### config.mk
export PLATFORM = sky130hd
export DESIGN_NAME = spdif_rx
export DESIGN_NICKNAME = d
export VERILOG_FILES = /design/src/rtl/spdif_rx.sv
export SDC_FILE = /design/constraint.sdc
export NUM_CORES = 1
export LEC_CHECK = 0
export BUFFER_PORTS_ARGS = -buffer_cell sky130_fd_sc_hd__buf_2
export CORE_MARGIN = 2
export CORE_UTILIZATION = 60
export DETAILED_ROUTE_END_ITERATION = 10
export PLACE_DENSITY = 0.87
export SYNTH_ARGS = -nofsm -noshare
export SYNTH_HDL_FRONTEND = slang
export SYNTH_SLANG_ARGS = --single-unit
### constraint.sdc
create_clock -name clock_i -period 4.2 [get_ports clock_i]
set_clock_uncertainty 0.2 [all_clocks]
set_input_delay 0.63 -clock clock_i [delete_from_list [all_inputs] [get_ports clock_i]]
set_output_delay 0.63 -clock clock_i [all_outputs]
set_load 0.005 [all_outputs]
### src/rtl/spdif_rx.sv
// S/PDIF (IEC 60958) biphase-mark receiver.
//
// Oversamples the line with clock_i, measures pulse widths in unit intervals (UI),
// recognises B/M/W preambles and decodes each 32-slot sub-frame into a 24-bit
// sample plus V/U/C/P status. Outputs update, with a one-cycle strobe_o, only
// while locked.
//
// Ports:
//   clock_i       oversampling clock
//   reset_i       asynchronous active-high reset
//   spdif_i       S/PDIF line (asynchronous)
//   sample_o      audio sample, slot 4 = LSB
//   channel_o     0 = channel A (B/M preamble), 1 = channel B (W)
//   valid_o       V bit
//   user_o        U bit
//   cstat_o       C bit
//   parity_err_o  even parity over slots 4..31 failed
//   block_o       sub-frame began with a B preamble
//   strobe_o      one-cycle pulse when the outputs above update
//   lock_o        receiver locked
//   cs_o          channel-A channel-status word, frame 0 at bit 0 (SPDIF_RX_CSTAT_EN)
//   cs_valid_o    pulses with the strobe that completes cs_o (SPDIF_RX_CSTAT_EN)
//
// Optional feature macro: SPDIF_RX_CSTAT_EN adds cs_o/cs_valid_o.
module spdif_rx #(
  parameter int unsigned UI_CYCLES      = 4,
  parameter int unsigned LOCK_SUBFRAMES = 4
) (
  input  logic        clock_i,
  input  logic        reset_i,
  input  logic        spdif_i,
  output logic [23:0] sample_o,
  output logic        channel_o,
  output logic        valid_o,
  output logic        user_o,
  output logic        cstat_o,
  output logic        parity_err_o,
  output logic        block_o,
  output logic        strobe_o,
  output logic        lock_o
`ifdef SPDIF_RX_CSTAT_EN
  ,
  output logic [31:0] cs_o,
  output logic        cs_valid_o
`endif
);

  localparam int unsigned CntMax = 4 * UI_CYCLES;
  localparam int unsigned CntW   = $clog2(CntMax + 1);
  localparam int unsigned GoodW  = $clog2(LOCK_SUBFRAMES + 1);
  localparam logic [GoodW-1:0] GoodMax = GoodW'(LOCK_SUBFRAMES);

  typedef enum logic [1:0] {PwOne, PwTwo, PwThree, PwBad} pw_e;
  typedef enum logic [1:0] {PtB, PtM, PtW} pt_e;
  typedef enum logic [1:0] {StHunt, StPre, StData, StEnd} state_e;

  // Input synchroniser and edge detection
  logic sync1_q, sync2_q, level_q, edge_q;
  logic [CntW-1:0] cnt_q;

  always_ff @(posedge clock_i or posedge reset_i) begin
    if (reset_i) begin
      sync1_q <= 1'b0;
      sync2_q <= 1'b0;
      level_q <= 1'b0;
      edge_q  <= 1'b0;
      cnt_q   <= '0;
    end else begin
      sync1_q <= spdif_i;
      sync2_q <= sync1_q;
      level_q <= sync2_q;
      edge_q  <= sync2_q ^ level_q;
      if (edge_q) begin
        cnt_q <= '0;
      end else if (cnt_q < CntW'(CntMax)) begin
        cnt_q <= cnt_q + CntW'(1);
      end
    end
  end

  // Pulse length L = cnt_q + 1; compare 2L against odd multiples of UI/2.
  logic [31:0] len2;
  pw_e         pw;
  always_comb begin
    len2 = (32'(cnt_q) << 1) + 32'd2;
    if (len2 < 3 * UI_CYCLES)      pw = PwOne;
    else if (len2 < 5 * UI_CYCLES) pw = PwTwo;
    else if (len2 < 7 * UI_CYCLES) pw = PwThree;
    else                           pw = PwBad;
  end

  state_e      state_q, state_d;
  pw_e         pre1_q, pre1_d, pre2_q, pre2_d;
  logic [1:0]  pre_cnt_q, pre_cnt_d;
  logic [4:0]  bit_cnt_q, bit_cnt_d;
  logic        half_q, half_d;
  logic [26:0] shift_q, shift_d;
  logic        first_q, first_d;
  logic        prev_w_q, prev_w_d;
  pt_e         cur_q, cur_d;
  logic [GoodW-1:0] good_q, good_d;
  logic        lock_q, lock_d, strobe_q, strobe_d;
  logic [23:0] sample_q, sample_d;
  logic        chan_q, chan_d, v_q, v_d, u_q, u_d, c_q, c_d, perr_q, perr_d, blk_q, blk_d;

  logic        err, bit_ok, bit_val;
  logic        pre_ok;
  pt_e         pre_type;
  logic [27:0] word;

  always_comb begin
    state_d   = state_q;
    pre1_d    = pre1_q;
    pre2_d    = pre2_q;
    pre_cnt_d = pre_cnt_q;
    bit_cnt_d = bit_cnt_q;
    half_d    = half_q;
    shift_d   = shift_q;
    first_d   = first_q;
    prev_w_d  = prev_w_q;
    cur_d     = cur_q;
    good_d    = good_q;
    lock_d    = lock_q;
    strobe_d  = 1'b0;
    sample_d  = sample_q;
    chan_d    = chan_q;
    v_d       = v_q;
    u_d       = u_q;
    c_d       = c_q;
    perr_d    = perr_q;
    blk_d     = blk_q;
    err       = 1'b0;
    bit_ok    = 1'b0;
    bit_val   = 1'b0;
    word      = {1'b0, shift_q};

    // The first 3UI was consumed on entry to StPre; these are the other three.
    pre_ok   = 1'b1;
    pre_type = PtB;
    if (pre1_q == PwOne && pre2_q == PwOne && pw == PwThree)        pre_type = PtB;
    else if (pre1_q == PwThree && pre2_q == PwOne && pw == PwOne)   pre_type = PtM;
    else if (pre1_q == PwTwo && pre2_q == PwOne && pw == PwTwo)     pre_type = PtW;
    else                                                            pre_ok   = 1'b0;

    if (edge_q) begin
      unique case (state_q)
        StHunt: begin
          if (pw == PwThree) begin
            state_d   = StPre;
            pre_cnt_d = 2'd0;
          end
        end
        StPre: begin
          if (pw == PwBad) begin
            err = 1'b1;
          end else if (pre_cnt_q == 2'd0) begin
            pre1_d    = pw;
            pre_cnt_d = 2'd1;
          end else if (pre_cnt_q == 2'd1) begin
            pre2_d    = pw;
            pre_cnt_d = 2'd2;
          end else if (!pre_ok) begin
            err = 1'b1;
          end else if (!first_q && (prev_w_q == (pre_type == PtW))) begin
            // Channels must alternate A/B once a run is established.
            err = 1'b1;
          end else begin
            state_d   = StData;
            bit_cnt_d = 5'd0;
            half_d    = 1'b0;
            cur_d     = pre_type;
            first_d   = 1'b0;
            prev_w_d  = (pre_type == PtW);
          end
        end
        StData: begin
          if (!half_q) begin
            if (pw == PwTwo) begin
              bit_ok = 1'b1;
            end else if (pw == PwOne) begin
              half_d = 1'b1;
            end else begin
              err = 1'b1;
            end
          end else if (pw == PwOne) begin
            bit_ok  = 1'b1;
            bit_val = 1'b1;
            half_d  = 1'b0;
          end else begin
            err = 1'b1;
          end
        end
        StEnd: begin
          if (pw == PwThree) begin
            state_d   = StPre;
            pre_cnt_d = 2'd0;
          end else begin
            err = 1'b1;
          end
        end
        default: ;
      endcase
    end

    if (bit_ok) begin
      shift_d   = {bit_val, shift_q[26:1]};
      bit_cnt_d = bit_cnt_q + 5'd1;
      word      = {bit_val, shift_q};
      // Slot 31 decided: sub-frame complete.
      if (bit_cnt_q == 5'd27) begin
        state_d = StEnd;
        if (good_q != GoodMax) good_d = good_q + GoodW'(1);
        lock_d = (good_d == GoodMax);
        if (lock_d) begin
          strobe_d = 1'b1;
          sample_d = word[23:0];
          v_d      = word[24];
          u_d      = word[25];
          c_d      = word[26];
          perr_d   = ^word;
          chan_d   = (cur_q == PtW);
          blk_d    = (cur_q == PtB);
        end
      end
    end

    if (err) begin
      state_d = StHunt;
      lock_d  = 1'b0;
      good_d  = '0;
      first_d = 1'b1;
    end
  end

  always_ff @(posedge clock_i or posedge reset_i) begin
    if (reset_i) begin
      state_q   <= StHunt;
      pre1_q    <= PwOne;
      pre2_q    <= PwOne;
      pre_cnt_q <= 2'd0;
      bit_cnt_q <= 5'd0;
      half_q    <= 1'b0;
      shift_q   <= '0;
      first_q   <= 1'b1;
      prev_w_q  <= 1'b0;
      cur_q     <= PtB;
      good_q    <= '0;
      lock_q    <= 1'b0;
      strobe_q  <= 1'b0;
      sample_q  <= '0;
      chan_q    <= 1'b0;
      v_q       <= 1'b0;
      u_q       <= 1'b0;
      c_q       <= 1'b0;
      perr_q    <= 1'b0;
      blk_q     <= 1'b0;
    end else begin
      state_q   <= state_d;
      pre1_q    <= pre1_d;
      pre2_q    <= pre2_d;
      pre_cnt_q <= pre_cnt_d;
      bit_cnt_q <= bit_cnt_d;
      half_q    <= half_d;
      shift_q   <= shift_d;
      first_q   <= first_d;
      prev_w_q  <= prev_w_d;
      cur_q     <= cur_d;
      good_q    <= good_d;
      lock_q    <= lock_d;
      strobe_q  <= strobe_d;
      sample_q  <= sample_d;
      chan_q    <= chan_d;
      v_q       <= v_d;
      u_q       <= u_d;
      c_q       <= c_d;
      perr_q    <= perr_d;
      blk_q     <= blk_d;
    end
  end

  assign sample_o     = sample_q;
  assign channel_o    = chan_q;
  assign valid_o      = v_q;
  assign user_o       = u_q;
  assign cstat_o      = c_q;
  assign parity_err_o = perr_q;
  assign block_o      = blk_q;
  assign strobe_o     = strobe_q;
  assign lock_o       = lock_q;

`ifdef SPDIF_RX_CSTAT_EN
  // Channel-status capture: one C bit per locked channel-A sub-frame, starting at a B.
  logic [31:0] cs_sr_q, cs_sr_d, cs_q, cs_d;
  logic [4:0]  cs_cnt_q, cs_cnt_d;
  logic        cs_arm_q, cs_arm_d, cs_valid_q, cs_valid_d;

  always_comb begin
    cs_sr_d    = cs_sr_q;
    cs_q_hold: begin
    end
    cs_d       = cs_q;
    cs_cnt_d   = cs_cnt_q;
    cs_arm_d   = cs_arm_q;
    cs_valid_d = 1'b0;
    if (err) begin
      cs_arm_d = 1'b0;
    end else if (strobe_d && cur_q != PtW) begin
      if (cur_q == PtB) begin
        cs_sr_d[0] = word[26];
        cs_cnt_d   = 5'd1;
        cs_arm_d   = 1'b1;
      end else if (cs_arm_q) begin
        cs_sr_d[cs_cnt_q] = word[26];
        cs_cnt_d          = cs_cnt_q + 5'd1;
        if (cs_cnt_q == 5'd31) begin
          cs_d       = cs_sr_d;
          cs_valid_d = 1'b1;
          cs_arm_d   = 1'b0;
        end
      end
    end
  end

  always_ff @(posedge clock_i or posedge reset_i) begin
    if (reset_i) begin
      cs_sr_q    <= '0;
      cs_q       <= '0;
      cs_cnt_q   <= 5'd0;
      cs_arm_q   <= 1'b0;
      cs_valid_q <= 1'b0;
    end else begin
      cs_sr_q    <= cs_sr_d;
      cs_q       <= cs_d;
      cs_cnt_q   <= cs_cnt_d;
      cs_arm_q   <= cs_arm_d;
      cs_valid_q <= cs_valid_d;
    end
  end

  assign cs_o       = cs_q;
  assign cs_valid_o = cs_valid_q;
`endif

endmodule

## After elaboration in Yosys (flattened, before gate mapping)

Cells that the tools add are included.

- Bits in registers: 89
- Bits in latches: 0
- Memory bits (writable): 0
- Memory bits (read-only): 0
- Bits of input ports: 3
- Output and inout port bits: 32
- Memories: 0

- Add/sub/neg operators: 4
- Multipliers: 0
- Div/mod/pow operators: 0
- $lt $le $gt $ge: 4
- Eq/ne operators: 30
- Shift-type cells: 0
- Mux-type cells: 77
- Bitwise operators: 5
- Reduce and logical (&&, ||, !) cells: 36

Operators with widths:

| kind | count |
|---|---|
| 5-bit two-way mux | 10 |
| 1-bit two-way mux | 38 |
| 2-bit two-way mux | 19 |
| 7-bit AND reduction | 4 |
| 28-bit parity | 1 |
| 2-bit inequality test (second input constant) | 13 |
| 2-bit nonzero test | 11 |
| 3-bit two-way mux | 6 |
| 2-bit == test (second input constant) | 7 |
| 7-bit by 5-bit less-than comparator with 1-bit output (second input constant) | 2 |
| 2-bit zero test | 6 |
| 5-bit by 1-bit adder with 5-bit output (second input constant) | 2 |
| 5-bit AND reduction | 2 |
| 2-bit by 1-bit == test with 1-bit output (second input constant) | 4 |
| 2-bit one-hot mux with 2 select lines | 2 |
| 6-bit by 2-bit adder with 7-bit output (second input constant) | 1 |
| 1-bit logical AND | 7 |
| 7-bit by 4-bit less-than comparator with 1-bit output (second input constant) | 1 |
| 3-bit inequality test (second input constant) | 2 |
| 5-bit == test (second input constant) | 1 |
| 5-bit less-than comparator (second input constant) | 1 |
| 1-bit NOT | 4 |
| 4-bit AND reduction | 1 |
| 3-bit by 1-bit adder with 3-bit output (second input constant) | 1 |
| other kinds (10) | 10 |

## Longest topological paths before layout

- Depth after elaboration: 23
- Mapped depth: 11

## Worst setup path before layout

OpenSTA, ideal clock, no wires.

- Kind: register -> register
- Start point: register cnt_q[1]
- End point: register bit_cnt_q[4]
- Library setup time: 119 ps
- Data arrival time: 2953 ps
- Data required time: 3881 ps
- Slack: 928 ps
- Stages on the path, launching flop included: 11
- Buffers on the path: 2
- Clock period less this slack: 3272 ps
- Path through: dfrtp_1 -> ha_1 -> buf_4 -> a21o_2 -> mux4_2 -> a2111oi_4 -> mux2_2 -> nor4_4 -> buf_6 -> nor2_1 -> o21ba_1

- Cells in the longest elaborated chain, start to end: 15
- Elaborated cells between the ends (all ways): 37
- Those cells by class: add/sub: 1; order compare: 3; eq/ne: 9; mux: 15; reduce/logical: 9

RTL lines:

| element | RTL line | RTL |
|---|---|---|
| start: declaration | 59 | `logic [CntW-1:0] cnt_q;` |
| start signal: assignment | 76 | `cnt_q <= cnt_q + CntW'(1);` |
| 6-bit by 2-bit adder with 7-bit output (*) | 85 | `len2 = (32'(cnt_q) << 1) + 32'd2;` |
| 7-bit by 5-bit less-than comparator with 1-bit output | 88 | `else if (len2 < 7 * UI_CYCLES) pw = PwThree;` |
| 1-bit two-way mux | 88 |  |
| 2-bit two-way mux | 87 | `else if (len2 < 5 * UI_CYCLES) pw = PwTwo;` |
| 2-bit two-way mux (*) | 86 | `if (len2 < 3 * UI_CYCLES) pw = PwOne;` |
| 2-bit by 1-bit == test with 1-bit output | 142, 178 |  |
| 1-bit logical AND | 142 | `else if (pre1_q == PwTwo && pre2_q == PwOne && pw == PwTwo) pre_type = PtW;` |
| 2-bit two-way mux | 142 |  |
| 2-bit two-way mux | 141 | `else if (pre1_q == PwThree && pre2_q == PwOne && pw == PwOne) pre_type = PtM;` |
| 2-bit two-way mux | 140 | `if (pre1_q == PwOne && pre2_q == PwOne && pw == PwThree) pre_type = PtB;` |
| 2-bit == test | 164 | `end else if (!first_q && (prev_w_q == (pre_type == PtW))) begin` |
| 1-bit == test | 164 |  |
| 1-bit logical AND | 164 |  |
| 2-bit inequality test (no source line) | -- |  |
| 7-bit AND reduction (no source line) | -- |  |
| end signal: assignment | 262 | `bit_cnt_q <= bit_cnt_d;` |
| end: declaration | 95 | `logic [4:0] bit_cnt_q, bit_cnt_d;` |

Mark *: on every way between the ends. The rest lies on a longest branch, timed or not.
A chain may end at the register's enable or synchronous reset.

## Worst setup path after layout

- Start point: register cnt_q[0]
- End point: register bit_cnt_q[2]

Same word-level chain as after synthesis.

==> metrics <==
Mapped Area between 4000 and 5000 um^2; total setup buffers inserted after CTS 0; total wire length after detailed routing approximately 8500 um; initial core utilization 0.629; crit path capture type flop; Num CTS Buffers 9; number of instances in the placed design approximately 530; worst min-delay path class flop to flop; ANT nets after route 0; ratio of cells with drive above 1 in the final layout 0.219; final setup violating endpoints 0; final sum of negative setup slack 0 ns; number of max-slew violations in the final report 0; EDFF count, synth 0; Worst VDD drop about 0.00023 V; count of filler cells inserted in the layout about 500; clock input transition at the sequential cells of the worst setup and hold paths around 0.090 ns; count of synthesis-stage warnings from yosys 0; highest fanout seen on the critical path 13; final hold violations 0; starting DRC count in detailed routing roughly 240; Synth-to-Final Area Change 9.23%; Chip Height a little under 90 um; placed inst area 4550 um^2; sequential fraction of the synthesis area 0.515; reported max-cap violation count 0; number of resized instances in the post-cts repair step 0; antenna violations before repair 0; row count 30; global-route total usage across every layer 0.242; wire length per cell after detailed routing around 16 um; Clock Latency Late Sink between 0.3 and 0.4 ns; largest cells by area after synthesis sky130_fd_sc_hd__dfrtp_1 51%, sky130_fd_sc_hd__nand2_1 8.2%, sky130_fd_sc_hd__mux2_2 7.8%; final net count approximately 450; final standard cell area without fillers 4720 um^2; first-pass GRT wire length between 10000 and 15000 um; overflow left after global routing 0; Post-synth ARST share 1.00; die outline width between 80 and 90 um; Post-Syn Instances 410; setup repair after global routing missed its margin no; total via count in the routed design approximately 3100; Cell variety after synth 58; Most used DFF post-synth sky130_fd_sc_hd__dfrtp_1; clock tree from TritonCTS built; Synth area leader sky130_fd_sc_hd__dfrtp_1; total power per unit cell area 362 nW/um^2; vias in the first global route 3053; critical path required time around 4.3 ns; Post-CTS Hold Buffers 0; leakage power figure ~2.4 nW; status complete, no violations; commonest cells in the netlist 95 x sky130_fd_sc_hd__nand2_1, 88 x sky130_fd_sc_hd__dfrtp_1, 30 x sky130_fd_sc_hd__mux2_2; DR vias/cell ~5.7; non-filler cells, final around 540; H-tree lvl count 3; utilization after layout 0.687; number of buffer cells added on primary ports 34; antenna diode count 0; Total Die Area between 7000 and 8000 um^2; Crit path arrival time about 3.9 ns; final weighted congestion of routability-driven global placement 0.894; final critical-path share of the clock period 0.907; most frequent cell after synthesis sky130_fd_sc_hd__nand2_1; total DRC errors in the routed layout 0; area of the core between 6000 and 7000 um^2; Setup CP Type flop to flop; estimated wirelength of the detail-placed design roughly 6000 um; # IOs 35; area fraction of the dominant cell type after synthesis 0.509; post-synthesis net count ~420; register bit count reported by yosys approximately 90; Max transition margin 0.351; highest achievable clock rate around 260 MHz; maximum buffer depth of the clock tree 2; clock root buffer sky130_fd_sc_hd__clkbuf_8; startpoint types flop; Initial DRT Pass Iterations 4; transition time of the tightest slew-check pin about 0.97 ns; largest net degree at the start of global routing 50; per-instance average area after synthesis 10.5 um^2; number of sinks driven by the clock tree around 90; minimum clock period about 3.8 ns
worst max-delay path: stages, from the launching register on:
cell and delay (ns):
sky130_fd_sc_hd__dfrtp_1 0.48, sky130_fd_sc_hd__ha_1 0.40, sky130_fd_sc_hd__a21bo_2 0.26, sky130_fd_sc_hd__mux4_2 0.50
sky130_fd_sc_hd__a2111oi_4 0.45, sky130_fd_sc_hd__mux2_2 0.43, sky130_fd_sc_hd__nor4_4 0.61, sky130_fd_sc_hd__mux2i_1 0.17
sky130_fd_sc_hd__a21o_1 0.21
power breakdown:
group,total [W],internal (W),switching [W]
clock network,0.000524,0.000217,0.000307
registers,0.000936,0.000893,0.0000429
logic,0.000250,0.0000997,0.000150
total,0.00171,0.00121,0.000500
routing by layer:
metal | vias up | track usage | part of all wire
li1 | 1454 | - | -
met1 | 1521 | 0.322 | 0.43
met2 | 88 | 0.388 | 0.51
met3 | 14 | 0.0485 | 0.038
met4 | 0 | 0.103 | 0.018
met5 | - | 0 | 0
metrics by stage:
step	hold slack (ns)	total power [W]	setup slack [ns]
detailed placement	0.148	0.00120	0.384
finish	0.171	0.00171	0.389
global route	0.160	0.00179	0.202
global placement	0.133	0.00118	0.551
floorplan	0.131	0.00115	0.928
CTS	0.166	0.00172	0.386
cell type report:
class,count,area (um^2),area share
Inverter,12,46.3,0.00980
Tap cell,96,120,0.0254
Multi-Input combinational cell,291,1950,0.413
Clock inverter,6,42.5,0.00901
Sequential cell,89,2230,0.472
Timing Repair Buffer,39,208,0.0440
Clock buffer,10,128,0.0270
layout by cell type (no fill, tap or decap), types with 3 or more instances in the layout:
cell type / instances
sky130_fd_sc_hd__a21o_1: 3
sky130_fd_sc_hd__a21oi_1: 12
sky130_fd_sc_hd__and3_1: 4
sky130_fd_sc_hd__buf_2: 34
sky130_fd_sc_hd__buf_4: 5
sky130_fd_sc_hd__clkbuf_8: 9
sky130_fd_sc_hd__clkinv_2: 3
sky130_fd_sc_hd__dfrtp_1: 88
sky130_fd_sc_hd__ha_1: 8
sky130_fd_sc_hd__inv_1: 11
sky130_fd_sc_hd__mux2_1: 3
sky130_fd_sc_hd__mux2_2: 30
sky130_fd_sc_hd__mux2i_1: 3
sky130_fd_sc_hd__nand2_1: 95
sky130_fd_sc_hd__nand3_1: 6
sky130_fd_sc_hd__nand3b_1: 3
sky130_fd_sc_hd__nand4_1: 3
sky130_fd_sc_hd__nor2_1: 17
sky130_fd_sc_hd__nor2b_1: 3
sky130_fd_sc_hd__nor3_1: 6
sky130_fd_sc_hd__nor3b_1: 3
sky130_fd_sc_hd__o21ai_0: 18
sky130_fd_sc_hd__xnor2_1: 26
sky130_fd_sc_hd__xor2_1: 9
cell families after synthesis:
family                   synth area share
adder cells (fa/ha/maj)            0.0232
AO/OA/AOI/OAI                      0.0964
XOR/XNOR                           0.0709
buffers and inverters              0.0359
multiplexers                       0.0981
flip-flops                          0.515
AND/OR/NAND/NOR                     0.160
state kept, by name, indices dropped and copies added (netlist names), 2 cells and up:
register	count
shift_q	27
state_q	2
pre1_q	2
cur_q	2
bit_cnt_q	5
pre_cnt_q	2
good_q	3
sample_o	24
pre2_q	2
cnt_q	5
worst paths after layout:
check	start	end	slack, ns	cells past startpoint
max	cnt_q[0]$_DFFE_PP0P_	bit_cnt_q[2]$_DFFE_PP0P_	0.39	8
min in group asynchronous	reset_i	sample_o[7]$_DFFE_PP0P_	0.20	2
min reg2reg	sync1_q$_DFF_PP0_	sync2_q$_DFF_PP0_	0.17	0
max reg2reg	cnt_q[0]$_DFFE_PP0P_	bit_cnt_q[2]$_DFFE_PP0P_	0.39	8
min	sync1_q$_DFF_PP0_	sync2_q$_DFF_PP0_	0.17	0
max in group asynchronous	reset_i	valid_o$_DFFE_PP0P_	2.59	3
(Power assumes the default switching activity.)
